$ cat config.mk
export PLATFORM = sky130hd
export DESIGN_NAME = booth_r4_mul
export DESIGN_NICKNAME = d
export VERILOG_FILES = /design/src/rtl/booth_pkg.sv /design/src/rtl/booth_r4_recoder.sv /design/src/rtl/booth_r4_mul.sv
export SDC_FILE = /design/constraint.sdc
export NUM_CORES = 1
export LEC_CHECK = 0
export ABC_AREA = 1
export BUFFER_PORTS_ARGS = -buffer_cell sky130_fd_sc_hd__buf_2
export CORE_MARGIN = 4
export CORE_UTILIZATION = 45
export CTS_CLUSTER_DIAMETER = 150
export DETAILED_ROUTE_END_ITERATION = 12
export SETUP_SLACK_MARGIN = 0.3
export SLEW_MARGIN = 5
export SYNTH_ARGS = -nofsm -noshare
export SYNTH_HDL_FRONTEND = slang
export SYNTH_SLANG_ARGS = --single-unit
$ cat constraint.sdc
create_clock -name clk -period 5.26 [get_ports clk]
set_clock_uncertainty 0.1 [all_clocks]
set_input_delay 0.263 -clock clk [delete_from_list [all_inputs] [get_ports clk]]
set_output_delay 0.263 -clock clk [all_outputs]
set_load 0.02 [all_outputs]
$ cat src/rtl/booth_pkg.sv
// ---------------------------------------------------------------------------
// booth_pkg : shared types and helpers for the radix-4 Booth multiplier
// Rev 1.0   : initial release
// ---------------------------------------------------------------------------
`default_nettype none

package booth_pkg;

  typedef enum logic [1:0] {
    IDLE = 2'd0,
    RUN  = 2'd1,
    DONE = 2'd2
  } state_e;

  typedef enum logic [2:0] {
    ZERO = 3'd0,
    P1   = 3'd1,
    P2   = 3'd2,
    M1   = 3'd3,
    M2   = 3'd4
  } sel_e;

  // Extended operand width: WIDTH+2 rounded up to the next even value.
  function automatic int calc_ew(input int width);
    return ((width + 3) / 2) * 2;
  endfunction

endpackage

`default_nettype wire

$ cat src/rtl/booth_r4_recoder.sv
// ---------------------------------------------------------------------------
// booth_r4_recoder : maps a {q1,q0,q_menos1} triple to a Booth digit select
// Rev 1.0          : initial release
// ---------------------------------------------------------------------------
`default_nettype none

module booth_r4_recoder
  import booth_pkg::*;
(
  input  logic [2:0] triple,
  output sel_e       sel
);

  always_comb begin
    sel = ZERO;
    case (triple)
      3'b001, 3'b010: sel = P1;
      3'b011:         sel = P2;
      3'b100:         sel = M2;
      3'b101, 3'b110: sel = M1;
      default:        sel = ZERO;
    endcase
  end

endmodule

`default_nettype wire

$ cat src/rtl/booth_r4_mul.sv
// ---------------------------------------------------------------------------
// booth_r4_mul : sequential radix-4 Booth multiplier, 2 bits per cycle,
//                signed/unsigned per operation, back-to-back issue.
//                Optional multiply-accumulate enabled by macro BOOTH_ACC_EN.
// Rev 1.0      : initial release
// ---------------------------------------------------------------------------
`default_nettype none

module booth_r4_mul
  import booth_pkg::*;
#(
  parameter int WIDTH = 8
) (
  input  logic               clk,
  input  logic               reset,
  input  logic               start,
  input  logic               is_signed,
  input  logic [WIDTH-1:0]   multiplicando,
  input  logic [WIDTH-1:0]   multiplicador,
`ifdef BOOTH_ACC_EN
  input  logic               accumulate,
`endif
  output logic               busy,
  output logic               done,
  output logic [2*WIDTH-1:0] result
);

  localparam int EW = calc_ew(WIDTH);
  localparam int N  = EW / 2;
  localparam int PW = 2 * WIDTH;
  localparam int CW = $clog2(N + 1);

  state_e          state_q, state_d;
  logic [EW-1:0]   m_q, m_d;
  logic [EW-1:0]   q_q, q_d;
  logic [EW:0]     a_q, a_d;
  logic            qm1_q, qm1_d;
  logic [CW-1:0]   cnt_q, cnt_d;
  logic            busy_q, busy_d;
  logic            done_q, done_d;
  logic [PW-1:0]   result_q, result_d;
`ifdef BOOTH_ACC_EN
  logic            acc_q, acc_d;
`endif

  sel_e            sel;
  logic [EW:0]     addend;
  logic [EW:0]     sum;
  logic [EW-1:0]   ext_mcand;
  logic [EW-1:0]   ext_mplier;
  logic [PW-1:0]   product;
  logic            accept;

  booth_r4_recoder u_recoder (
    .triple ({q_q[1:0], qm1_q}),
    .sel    (sel)
  );

  assign ext_mcand  = {{(EW-WIDTH){is_signed & multiplicando[WIDTH-1]}}, multiplicando};
  assign ext_mplier = {{(EW-WIDTH){is_signed & multiplicador[WIDTH-1]}}, multiplicador};
  assign accept     = start && (state_q != RUN);

  // A is one bit wider than M so that +/-2M never overflows.
  always_comb begin
    addend = '0;
    case (sel)
      P1:      addend = {m_q[EW-1], m_q};
      P2:      addend = {m_q, 1'b0};
      M1:      addend = -{m_q[EW-1], m_q};
      M2:      addend = -{m_q, 1'b0};
      default: addend = '0;
    endcase
    sum = a_q + addend;
  end

  always_comb begin
    state_d  = state_q;
    m_d      = m_q;
    q_d      = q_q;
    a_d      = a_q;
    qm1_d    = qm1_q;
    cnt_d    = cnt_q;
    result_d = result_q;
    product  = '0;
`ifdef BOOTH_ACC_EN
    acc_d    = acc_q;
`endif

    case (state_q)
      RUN: begin
        a_d   = {sum[EW], sum[EW], sum[EW:2]};
        q_d   = {sum[1:0], q_q[EW-1:2]};
        qm1_d = q_q[1];
        cnt_d = cnt_q - CW'(1);
        if (cnt_q == CW'(1)) begin
          state_d = DONE;
          product = PW'({a_d[EW-1:0], q_d});
`ifdef BOOTH_ACC_EN
          result_d = acc_q ? (result_q + product) : product;
`else
          result_d = product;
`endif
        end
      end
      default: begin
        if (accept) begin
          state_d = RUN;
          m_d     = ext_mcand;
          q_d     = ext_mplier;
          a_d     = '0;
          qm1_d   = 1'b0;
          cnt_d   = CW'(N);
`ifdef BOOTH_ACC_EN
          acc_d   = accumulate;
`endif
        end else begin
          state_d = IDLE;
        end
      end
    endcase

    busy_d = (state_d == RUN);
    done_d = (state_d == DONE);
  end

  always_ff @(posedge clk) begin
    if (reset) begin
      state_q  <= IDLE;
      m_q      <= '0;
      q_q      <= '0;
      a_q      <= '0;
      qm1_q    <= 1'b0;
      cnt_q    <= '0;
      busy_q   <= 1'b0;
      done_q   <= 1'b0;
      result_q <= '0;
`ifdef BOOTH_ACC_EN
      acc_q    <= 1'b0;
`endif
    end else begin
      state_q  <= state_d;
      m_q      <= m_d;
      q_q      <= q_d;
      a_q      <= a_d;
      qm1_q    <= qm1_d;
      cnt_q    <= cnt_d;
      busy_q   <= busy_d;
      done_q   <= done_d;
      result_q <= result_d;
`ifdef BOOTH_ACC_EN
      acc_q    <= acc_d;
`endif
    end
  end

  assign busy   = busy_q;
  assign done   = done_q;
  assign result = result_q;

endmodule

`default_nettype wire

==> results of run 1 <==
## worst max-delay path, stage by stage (launching register included)
cell,delay [ps]
dfxtp_1,360
nand2_2,140
inv_1,50
nor2_1,80
inv_1,50
nor2_1,190
inv_2,110
o21ai_0,290
ha_1,340
a21oi_1,160
nand2_1,110
nand2_1,80
nand2_1,50
nand2_1,50
nand2_1,60
or2_2,280
nand3_1,80
a21oi_1,70
## registers in the layout (all words and copies together) (netlist names)
| register | flops |
|---|---|
| result | 16 |
| q_q | 10 |
| a_q | 9 |
| m_q | 9 |
| cnt_q | 3 |
| state_q | 2 |
| busy | 1 |
| done | 1 |
| qm1_q | 1 |
## Yosys cell counts (all sizes together)
| cell type | n |
|---|---|
| nand3 | 17 |
| nand4 | 2 |
| o22ai | 10 |
| a21boi | 1 |
| o21ai | 31 |
| a221o | 3 |
| o21a | 1 |
| xnor2 | 3 |
| dfxtp | 52 |
| o221ai | 4 |
| nand2 | 86 |
| o2111ai | 2 |
| nor2 | 30 |
| a21oi | 34 |
| clkinv | 1 |
| a22o | 3 |
| a31oi | 1 |
| a22oi | 1 |
| clkbuf | 3 |
| nor3 | 4 |
| inv | 65 |
| buf | 7 |
| o211ai | 1 |
| a21o | 1 |
| fa | 1 |
| xor2 | 8 |
| nand3b | 5 |
| or2 | 2 |
| ha | 13 |
## metrics by stage
stage / hold slack, ps / utilization, % / cells
4_1_cts: 119 / 53.0 / 502
3_3_place_gp: 337 / 51.4 / 494
2_1_floorplan: 310 / - / 392
5_1_grt: 125 / 53.0 / 502
3_5_place_dp: 342 / 51.4 / 494
6_report: 121 / 53.0 / 502
## power groups by stage
stage	Combinational, mW	Sequential [mW]	Clock [mW]
after floorplan	0.127	0.433	0
after global placement	0.169	0.434	0
after detailed placement	0.168	0.434	0
after CTS	0.169	0.425	0.249
after global routing	0.191	0.427	0.268
final	0.169	0.425	0.242
## layout by cell type, fill, tap and decap left out, types with 5 or more instances in the layout
cell       n
a21oi_1   33
buf_2     37
clkbuf_8   6
dfxtp_1   52
ha_1      13
inv_1     60
inv_2      5
nand2_1   82
nand3_1   15
nand3b_1   5
nor2_1    20
nor2_2     5
nor2_4     5
o21ai_0   20
o21ai_2   11
o22ai_1   10
xor2_1     8
## kinds of logic (layout without fill, tap and decap cells)
| group | after synthesis | after routing |
|---|---|---|
| and+or+nand+nor | 146 | 146 |
| AOI/OAI and AO/OA | 93 | 93 |
| buffers and inverters | 76 | 111 |
| DFF | 52 | 52 |
| adders and majority gates | 14 | 14 |
| xor gates and xnor gates | 11 | 11 |
## worst min path at each step
stage	slack [ps]	startpoint	to	cells past startpoint
finish	120	multiplicando[7]	m_q[7]	3
global placement	340	result[8]	result[8]	2
floorplan	310	multiplicando[7]	m_q[7]	2
CTS	120	multiplicando[7]	m_q[7]	3
detailed placement	340	result[8]	result[8]	2
global route	120	multiplicando[7]	m_q[7]	3
## cell type report
class / count / share of cell area, %
inverter: 66 / 7.71
clock buffer: 6 / 2.57
multi-input combinational: 264 / 48.2
clock inverter: 2 / 0.428
timing repair buffer: 37 / 5.76
tap: 75 / 2.92
sequential: 52 / 32.4
## routing by layer
layer	up-vias	share of wire, %	global-route usage, %
li1	1346	-	-
met1	1142	49	25.2
met2	61	44	30.0
met3	13	4.0	3.01
met4	0	2.3	6.59
met5	-	0	0
==> results.md, run 1 <==
* Status: complete, no violations
* Final Hold Fails at 0
* DP HPWL at 5.19 mm
* Fin crit share at 52.2%
* Worst slack at placement at 2540 ps
* Syn_area_per_cell at 7.38 um^2
* DRC viols at 0
* Number of CTS-inserted buffers at 5
* Post-route cell area at 3210 um^2
* Die H at 88.2 um
* Worst r2r path cells at 17
* Rel. slew slack at 54.9%
* Area of the multi-input gates at 1550 um^2
* CTS tree: done
* Clk root buf: clkbuf_8
* Clk slew on worst S/H paths at 100 ps
* IO Pins at 38
* Top-area cell type share of the netlist area at 36.0%
* Sequential-to-total area share from yosys stat at 36.0%
* CP Launch Point: qm1_q
* Mapped Cells at 392
* Die X at 88.2 um
* Power Internal at 577 uW
* Port Buffers at 37
* Total gr overflow at 0
* Net Sw Frac at 31.0%
* Routed Antenna Nets at 0
* Clk sinks at 52
* HP Class: in -> reg
* R2R Path Start: qm1_q
* Standard-cell rows at 28
* Critical path type: reg -> reg
* Clk pwr share at 29.0%
* Peak VDD IR at 0.153 mV
* Global-route wire length before repair at 11.4 mm
* # diodes at 0
* Power consumption at 836 uW
* Synthesized area at 2890 um^2
* DRT Pass-1 Iters at 4
* Synthesis-stage register bit count at 52
* CP required at 5340 ps
* Top cells by area, synth: dfxtp_1 (36%), nand2_1 (11%), inv_1 (7.8%)
* CTS max path bufs at 2
* Largest family of logic cells by synthesized area: simple AND/OR/NAND/NOR gates
* Leak pwr at 1.54 nW
* Fmax at 364 MHz
* Worst Tran Pin Value at 676 ps
* Max Cap Violations at 0
* Die Footprint at 7770 um^2
* Critical path capture point type: register
* Worst Setup EP: a_q[3]
* RSZ-0062 raised after global routing: no
* Fin nets at 460
* Crit-path max FO at 6
* Post-Synth Simple-Gate Area at 23.7%
* Placer Congestion at 0.900
* Post-DP Area at 3120 um^2
* CTS Hold Bufs at 0
* Largest area contributor in the synthesized netlist: dfxtp_1
* Flop pwr share at 50.8%
* Total number of vias at 2562
* Vias in the first global route at 2371
* CP Launch Type: register
* Min Tclk post-route at 2750 ps
* Crit path DAT at 2830 ps
* Reg-to-reg slack, setup at 2510 ps
* Gr usage total at 18.7%
* Post-synthesis mux area share at 0%
* Largest net degree at the start of global routing at 20
* Worst-Skew Late Latency at 310 ps
* Final WL at 6.86 mm
* Final WS setup at 2510 ps
* Fraction of the mapped netlist area in compound gates at 20.2%
* Synth Area in Adders at 6.31%
* Comb power frac at 20.2%
* XOR/XNOR Fraction of Synth Area at 3.33%
* First DRT Iteration DRCs at 100
* Initial core utilization at 47.7%
* Setup TNS Final at 0 ps
* Post-Synthesis Net Count at 426
* Post-synthesis cell type count at 42
* Fill cells at 633
* Syn. warnings at 0
* P&R area growth vs syn at 11.1%
* Initial antenna violation count at 0
* Post-cts resize count at 0
* Sw power at 259 uW
* WL/cell at 13.7 um
* Setup violators final at 0
* Post-CTS Setup Inserts at 0
* Placeable Area at 6060 um^2
* Drt via density at 5.10
* Register Area at 1040 um^2
* Htree depth at 2
* Final slew viol count at 0
* Share of cells above drive strength 1 at 18.7%
* Reg-to-reg endpoint: a_q[3]
* PD cells at 260 nW/um^2
(Power assumes the default switching activity.)
==> run 2, diff against run 1 <==
--- a/config.mk
+++ b/config.mk
@@ -11,6 +11,7 @@
 export CORE_UTILIZATION = 45
 export CTS_CLUSTER_DIAMETER = 150
 export DETAILED_ROUTE_END_ITERATION = 12
+export PLACE_DENSITY = 0.67
 export SETUP_SLACK_MARGIN = 0.3
 export SLEW_MARGIN = 5
 export SYNTH_ARGS = -nofsm -noshare
==> constraint.sdc (replaced) <==
create_clock -name clk -period 2.2 [get_ports clk]
set_clock_uncertainty 0.1 [all_clocks]
set_input_delay 0.11 -clock clk [delete_from_list [all_inputs] [get_ports clk]]
set_output_delay 0.11 -clock clk [all_outputs]
set_load 0.02 [all_outputs]
==> results.md, run 2 (synthesis results as in run 1) <==
* Status: finished, violations left
* Failing checks: negative setup slack
* First DRT Iteration DRCs at 83
* Clk sinks at 52
* Die Footprint at 7770 um^2
* Final WS setup at -327 ps
* Register Area at 1050 um^2
* Fin nets at 527
* Initial core utilization at 47.7%
* DP HPWL at 5.61 mm
* Worst Min Path Start: multiplicador[1]
* Worst-Skew Late Latency at 300 ps
* Placer Congestion at 0.896
* Reg-to-reg slack, setup at -330 ps
* Crit-path max FO at 6
* Peak VDD IR at 0.639 mV
* Leak pwr at 1.91 nW
* Crit-path slowest cell: dfxtp_4
* Max Cap Violations at 0
* Number of CTS-inserted buffers at 5
* Final Hold Fails at 0
* Crit path largest cell delay at 380 ps
* Post-route cell area at 4140 um^2
* Port Buffers at 37
* Largest net degree at the start of global routing at 20
* Fmax at 396 MHz
* Htree depth at 2
* Critical path type: reg -> reg
* RSZ-0062 raised after global routing: yes
* CP Launch Point: qm1_q
* Crit path cell chain: nand2_4, inv_2, nor2_1, inv_1, nor2_2, inv_2, nor2_2, nor3_2, buf_4, fa_2, o21ai_4, a21oi_2, xor2_1, buf_4, a22o_1
* # diodes at 0
* Total gr overflow at 0
* Max reg flops at 16
* Crit path DAT at 2640 ps
* Min Tclk post-route at 2530 ps
* CP Launch Type: register
* PD cells at 542 nW/um^2
* Worst slack at placement at -207 ps
* CP required at 2310 ps
* Placeable Area at 6060 um^2
* Gr usage total at 20.3%
* Final WL at 7.79 mm
* Share of cells above drive strength 1 at 42.7%
* Power consumption at 2.25 mW
* Post-DP Area at 3560 um^2
* IO Pins at 38
* CTS tree: done
* Most frequent cells in the layout: nand2_1 (71), buf_4 (56), inv_1 (51)
* Drt via density at 5.09
* Fin crit share at 115%
* Initial antenna violation count at 0
* HP Class: in -> reg
* Rel. slew slack at 56.7%
* Clk slew on worst S/H paths at 100 ps
* Total number of vias at 2897
* Vias in the first global route at 2788
* Commonest non-fill, non-tap cell in the layout: nand2_1
* R2R Path Start: qm1_q
* Global-route wire length before repair at 12.7 mm
* Fill cells at 497
* Clk root buf: clkbuf_8
* Standard-cell rows at 28
* P&R area growth vs syn at 43.2%
* Routed Antenna Nets at 0
* DRC viols at 0
* Final slew viol count at 0
* Die X at 88.2 um
* Die H at 88.2 um
* Final core occ at 68.3%
* Setup TNS Final at -3090 ps
* Worst Tran Pin Value at 649 ps
* Setup violators final at 15
* WL/cell at 13.7 um
* DRT Pass-1 Iters at 4
* CTS max path bufs at 2
* Critical path capture point type: register
* Area of the multi-input gates at 1930 um^2
==> run 2: cell count changes in the layout (fill, tap and decap cells not counted), moves of 9 or more <==
cell	delta
nand2_2	+10
nand2_1	-11
a21oi_1	-11
nor2_1	-9
ha_1	-9
dlygate4sd3_1	+10
a21oi_2	+10
inv_1	-9
buf_4	+56
==> run 2: area by class of cell <==
type	instances	share of cell area, %
sequential	52	25.4
inverter	66	6.04
tap	75	2.27
multi-input combinational	264	46.7
clock buffer	6	1.99
clock inverter	2	0.332
timing repair buffer	104	17.3
==> run 2: through the flow <==
stage	hold WS [ps]	cells
CTS	10.2	562
floorplan	157	392
detailed placement	295	539
global placement	285	539
global route	29.3	569
finish	16.8	569
==> run 2: where the power goes <==
group | switching [mW] | internal [mW]
logic | 0.351 | 0.290
clock network | 0.331 | 0.258
registers | 0.0299 | 0.985
total | 0.712 | 1.53
==> run 2: worst max-delay path: cells and delay by family (launching register included) <==
kind	cells	cell delay (ps)
and+or+nand+nor	5	460
AOI/OAI and AO/OA	3	470
DFF	1	380
adders and majority gates	1	380
buffers and inverters	5	480
xor gates and xnor gates	1	170
==> run 2: path summary, 6_finish.rpt <==
path                endpoint  cells after the start
hold reg to reg   result[15]                      2
setup / recovery  result[14]                     15
setup reg to reg  result[14]                     15
hold / removal        q_q[1]                      5
==> run 2: per-layer routing <==
| layer | global-route usage, % | vias up | share of wire [%] |
|---|---|---|---|
| li1 | - | 1475 | - |
| met2 | 36.0 | 58 | 50 |
| met4 | 4.53 | 0 | 0.86 |
| met1 | 25.7 | 1358 | 45 |
| met5 | 0 | - | 0 |
| met3 | 3.67 | 6 | 4.0 |
==> run 2: repair_timing <==
action                                 in CTS  in global routing
endpoints found under the hold margin      10                  0
gates resized for setup                    20                 44
setup buffers                               5                  7
setup endpoints to repair                  17                 17
pin swaps                                   5                 28
hold buffers                               10                  0
